--- src/rtl/string_hw_pkg.sv ---
// Shared definitions for the String HW accelerator helper blocks.
package string_hw_pkg;

  localparam int DEFAULT_MAX_WORDS = 8;
  localparam int BYTES_PER_WORD    = 4;

  typedef enum logic [2:0] {
    IDLE,
    RD_REQ,
    RD_WAIT,
    WR_REQ,
    DONE
  } copy_state_t;

endpackage

--- src/rtl/string_copy_master.sv ---
// Avalon-MM master that copies a block of 32-bit words from memory into the
// String HW register window, one read then one write per word.
module string_copy_master
  import string_hw_pkg::*;
#(
  parameter int MAX_WORDS = DEFAULT_MAX_WORDS,
  parameter int CNT_BITS  = 5
) (
  input  logic                clk,
  input  logic                reset,
  input  logic                start,
  input  logic [31:0]         src_base,
  input  logic [31:0]         dst_base,
  input  logic [CNT_BITS-1:0] word_count,
  output logic                busy,
  output logic                done,
  output logic [31:0]         avm_address,
  output logic                avm_read,
  output logic                avm_write,
  output logic [31:0]         avm_writedata,
  output logic [3:0]          avm_byteenable,
  input  logic [31:0]         avm_readdata,
  input  logic                avm_waitrequest,
  input  logic                avm_readdatavalid
);

  localparam logic [CNT_BITS-1:0] MAX_XFER = CNT_BITS'(2 * MAX_WORDS);

  // Clamp a requested count to StringA plus StringB.
  function automatic logic [CNT_BITS-1:0] sat_count(input logic [CNT_BITS-1:0] n);
    return (n > MAX_XFER) ? MAX_XFER : n;
  endfunction

  function automatic logic [31:0] word_addr(input logic [31:0] base,
                                            input logic [CNT_BITS-1:0] idx);
    return base + (32'(idx) * 32'(BYTES_PER_WORD));
  endfunction

  copy_state_t         state, state_nxt;
  logic [31:0]         src_q;
  logic [31:0]         dst_q;
  logic [31:0]         data_q;
  logic [CNT_BITS-1:0] remaining;
  logic [CNT_BITS-1:0] index;

  always_comb begin
    state_nxt = state;
    case (state)
      IDLE: begin
        if (start) begin
          state_nxt = (sat_count(word_count) == '0) ? DONE : RD_REQ;
        end
      end
      RD_REQ: begin
        if (!avm_waitrequest) begin
          state_nxt = RD_WAIT;
        end
      end
      RD_WAIT: begin
        if (avm_readdatavalid) begin
          state_nxt = WR_REQ;
        end
      end
      WR_REQ: begin
        if (!avm_waitrequest) begin
          state_nxt = (remaining == CNT_BITS'(1)) ? DONE : RD_REQ;
        end
      end
      DONE:    state_nxt = IDLE;
      default: state_nxt = IDLE;
    endcase
  end

  always_ff @(posedge clk) begin
    if (reset) begin
      state     <= IDLE;
      src_q     <= '0;
      dst_q     <= '0;
      data_q    <= '0;
      remaining <= '0;
      index     <= '0;
    end else begin
      state <= state_nxt;
      case (state)
        IDLE: begin
          if (start) begin
            src_q     <= src_base & ~32'h3;
            dst_q     <= dst_base & ~32'h3;
            remaining <= sat_count(word_count);
            index     <= '0;
          end
        end
        RD_WAIT: begin
          if (avm_readdatavalid) begin
            data_q <= avm_readdata;
          end
        end
        WR_REQ: begin
          if (!avm_waitrequest) begin
            index     <= index + CNT_BITS'(1);
            remaining <= remaining - CNT_BITS'(1);
          end
        end
        default: ;
      endcase
    end
  end

  // Outputs decode registered state only, so a stalled request holds steady.
  always_comb begin
    busy           = (state != IDLE);
    done           = (state == DONE);
    avm_read       = (state == RD_REQ);
    avm_write      = (state == WR_REQ);
    avm_writedata  = data_q;
    avm_byteenable = 4'hF;
    case (state)
      RD_REQ:  avm_address = word_addr(src_q, index);
      WR_REQ:  avm_address = word_addr(dst_q, index);
      default: avm_address = '0;
    endcase
  end

endmodule

--- config.mk ---
export PLATFORM = sky130hd
export DESIGN_NAME = string_copy_master
export DESIGN_NICKNAME = d
export VERILOG_FILES = /design/src/rtl/string_hw_pkg.sv /design/src/rtl/string_copy_master.sv
export SDC_FILE = /design/constraint.sdc
export NUM_CORES = 1
export LEC_CHECK = 0
export ABC_AREA = 1
export CAP_MARGIN = 25
export CORE_UTILIZATION = 38
export CTS_BUF_LIST = sky130_fd_sc_hd__clkbuf_8
export DETAILED_ROUTE_END_ITERATION = 12
export PLACE_DENSITY = 0.68
export SLEW_MARGIN = 20
export SYNTH_ARGS = -nofsm -noshare
export SYNTH_HDL_FRONTEND = slang
export SYNTH_SLANG_ARGS = --single-unit
--- constraint.sdc ---
create_clock -name clk -period 3.77 [get_ports clk]
set_clock_uncertainty 0.05 [all_clocks]
set_input_delay 0.377 -clock clk [delete_from_list [all_inputs] [get_ports clk]]
set_output_delay 0.377 -clock clk [all_outputs]
set_load 0.03 [all_outputs]
==> results summary <==
After detailed routing, the wire length on met1 is 6840 um. The area taken by flip-flops and latches came out at 0.00211 sq mm. After technology mapping, the gate count stands at 874. The leakage power figure came out at 3.10 nW. The clock network burns 17.5% of the power. The final wirelength is 16100 um.

Setup violations remaining at the end of the flow were counted as 0. The number of register bits inferred by synthesis is 105. The tightest min-delay check is of the reg2reg type. The count of nets left with antenna violations once routing finished came out at 0.

The floorplan step set the die height to 124 um. The design internal power is 0.00234 W. The count of pins over their slew limit came out at 0. The count of endpoints failing hold in the final timing report came out at 0.

The path with the worst hold slack has its endpoint at dst_q[28]$_SDFFE_PP0P_. The post-route netlist has 9.69% of its cells at a drive strength greater than 1. The netlist area before placement is 0.00565 sq mm. The number of violations reported at the end of detailed-routing iteration 0 is 344.

VDD sags by at most 0.369 mV. The top cell types in the final layout, fill and taps aside, are nand2_1, clkdlybuf4s50_1, nor2_1. Summing internal, switching and leakage power gives 0.00406 W.

Dividing the detail-routed via count by the number of cells gives 4.91. The die outline width came out at 124 um. The worst setup path is captured at a primary output. In the post-synthesis netlist, the biggest area contributors are dfxtp_1, nand2_1, nor2_1.

The category of the critical setup timing path is reg2out. Of the total power, the share spent switching nets is 42.5%. The total iterations of the first detailed-routing run came out at 6.

The portion of synthesized cell area occupied by the leading cell type came out at 37.2%. TritonCTS built the clock tree. The highest achievable clock rate came out at 0.293 GHz. Clock latency on the worst-skew pair, taken at its later pin, is 380 ps. After clock tree synthesis, the clock-pin slew on the worst setup and hold paths is 100 ps. In the global route stage, overall resource usage came out at 21.4%. The detailed route wirelength on metal2 is 7690 um. The post-cts sizing count is 2. The post-DP HPWL is 11900 um. The number of cells traversed by the worst hold path came out at 2. In this run the cell area measured after placement is 0.00737 sq mm. The maximum clock insertion buffer count is 2. The largest net degree at the start of global routing came out at 50. The routed layout has 5924 vias. Compared with the post-synthesis result, the final layout area differs by 34.4%.

In this run, placement finished with an instance count of 1189. Routability-driven placement finished with a final weighted congestion of 0.906. The number of DRC violations after detailed routing came out at 0. The core region is 0.0145 sq mm. The combinational share of power is 46.3%.

Dividing the detail-routed wire length by the instance count gives 13.3 um. For this run the aggregate overflow at the end of global routing stands at 0. The number of max-cap violations came out at 0. The tree is rooted in a clkbuf_8. The kind of start point of the critical path is a flop.

The final critical path takes up 90.6% of the cycle. During placement, the flow inserted port buffers numbering 167. The number of standard-cell rows in the floorplan is 44. The net switching power came out at 0.00173 W. The wire length of the first global-routing pass is 25200 um.

Among the stages of the critical path, the cell type that occurs most often is nand2_1. The area of the die is 0.0154 sq mm. The power per unit of standard cell area is 535 mW/mm^2. The non-filler instance count after layout came out at 1206.

The clock net in this run drives a total of 105 sinks. The mean instance size in the synthesized netlist is 6.47 sq um. Across all register-to-register paths, the minimum setup slack is 1490 ps. The multi-input logic area is 0.00305 sq mm. The fraction of the yosys area taken by sequential cells is 37.2%. Leaving out fill and tap cells, the most frequent cell in the layout is nand2_1. Summed over all nets, wire length on met3 after detailed routing comes to 1360 um. The stage delay of the slowest cell on the critical path is 450 ps. Setup repair after global routing left no endpoint under its margin.

For this design, the slowest cell found on the critical path is dfxtp_2. The CTS buffer count is 9. The count of yosys warnings during synthesis is 0. The net count of the finished layout is 1133. The sequential power share came out at 36.2%.

The buffers inserted during post-CTS setup optimization is 0. The pin slew with the least headroom to its limit came out at 807 ps. The total inserted antenna cells came out at 0. The startpoint identified for the worst hold timing path is dst_q[28]$_SDFFE_PP0P_. The highest metal layer carrying signal wires in the routed design is met4. The required time of the worst setup path is 3340 ps. Once layout is done, the placed cells without fillers occupy 0.00759 sq mm. The number of H-tree branching levels came out at 3.

The worst path arrival time came out at 2990 ps. The boundary pin count came out at 178. The number of fill cells in the layout is 1487.

The critical-path maximum fanout is 12. The initial core utilization is 38.9%. The run finished with clean final reports. The final-layout setup total negative slack came out at 0 ps. The endpoint identified for the worst register-to-register timing path is index[4]$_SDFFE_PP0P_. The largest total area in the synthesized netlist belongs to dfxtp_1. The relative slew slack came out at 46.1%. The time the final worst path needs with I/O delays and setup is 3420 ps. The signal on the critical path passes through nand3_4, nand2_1, o21ai_0, ha_1, or2_2, nand2_1, o21ai_0, nand2_1, nor2_4, nand2_1, nor2_1, nor2_1, nor2_1, buf_4. Across all hold checks on the routed design, the worst slack comes to 415 ps. In this run the critical register-to-register path is launched from state[1]$_SDFFE_PP0P_.

The number of global-route vias before repair is 5190. For the worst flop-to-flop path, the logic depth is 8. The initial antenna violation count is 0. The hold-fix buffer count after cts is 0. The post-synthesis cell type count came out at 39.
==> state kept, by name, indices dropped and copies added, names as in the netlist <==
name,cells
state,3
avm_writedata,32
dst_q,30
src_q,30
remaining,5
index,5
==> synthesized netlist by cell type (all sizes together) <==
library cell,n
nand2,226
nor2,147
dfxtp,105
o21ai,92
a21oi,84
inv,74
nand3,52
clkbuf,34
buf,17
ha,9
nor3,6
xor2,4
nand4,3
nor4,3
and3,2
conb,2
nor3b,2
o21a,2
o22ai,2
a22oi,1
a31oi,1
fa,1
nand3b,1
o211ai,1
o221ai,1
or2,1
xnor2,1
==> worst max-delay path by stage <==
stage / startpoint / to / slack (ps) / depth (start not counted)
floorplan: state[2]$_SDFFE_PP0P_ / avm_address[16] / 320 / 17
global placement: state[1]$_SDFFE_PP0P_ / avm_address[11] / 410 / 12
detailed placement: state[1]$_SDFFE_PP0P_ / avm_address[11] / 350 / 12
CTS: state[0]$_SDFFE_PP0P_ / avm_address[11] / 30 / 12
global route: state[1]$_SDFFE_PP0P_ / avm_address[24] / 30 / 15
finish: state[1]$_SDFFE_PP0P_ / avm_address[19] / 350 / 14
==> cell families after synthesis <==
group / count (synthesis) / share of synthesized area [%]
other cells: 2 / 0.133
buf+inv: 125 / 9.36
flops: 105 / 37.2
xor+xnor: 5 / 0.775
fa+ha+maj: 10 / 2.35
simple gates: 443 / 33.6
compound gates: 184 / 16.6
==> final cells by class <==
class	count	area share (%)
multi-input combinational	648	40.1
inverter	74	3.66
clock buffer	10	1.81
tap	184	3.03
sequential	105	27.7
timing repair buffer	179	22.9
clock inverter	6	0.774
==> routing by layer <==
metal	up-vias	global-route usage [%]
li1	3072	-
met1	2635	25.7
met2	202	36.6
met3	15	6.55
met4	0	6.47
met5	-	0
==> critical path, delay by kind of cell (launching register included) <==
| kind | cells | cell delay, ps |
|---|---|---|
| fa+ha+maj | 1 | 330 |
| simple gates | 10 | 1270 |
| compound gates | 2 | 360 |
| flops | 1 | 450 |
| buf+inv | 1 | 190 |
==> per-stage QoR <==
step / setup WS, ps / util, %
2_1_floorplan: 323 / -
3_3_place_gp: 414 / 50.7
3_5_place_dp: 353 / 50.7
4_1_cts: 25.5 / 52.1
5_1_grt: 31.8 / 52.3
6_report: 353 / 52.3
==> power groups by stage <==
stage	Sequential (W)	Combinational, W	Clock (W)
6_report	0.00147	0.00188	0.000711
2_1_floorplan	0.00158	0.00116	0
4_1_cts	0.00147	0.00189	0.000741
5_1_grt	0.00150	0.00209	0.000779
3_5_place_dp	0.00149	0.00188	0
3_3_place_gp	0.00149	0.00187	0
Note: power is estimated with default switching activity, not from simulation.
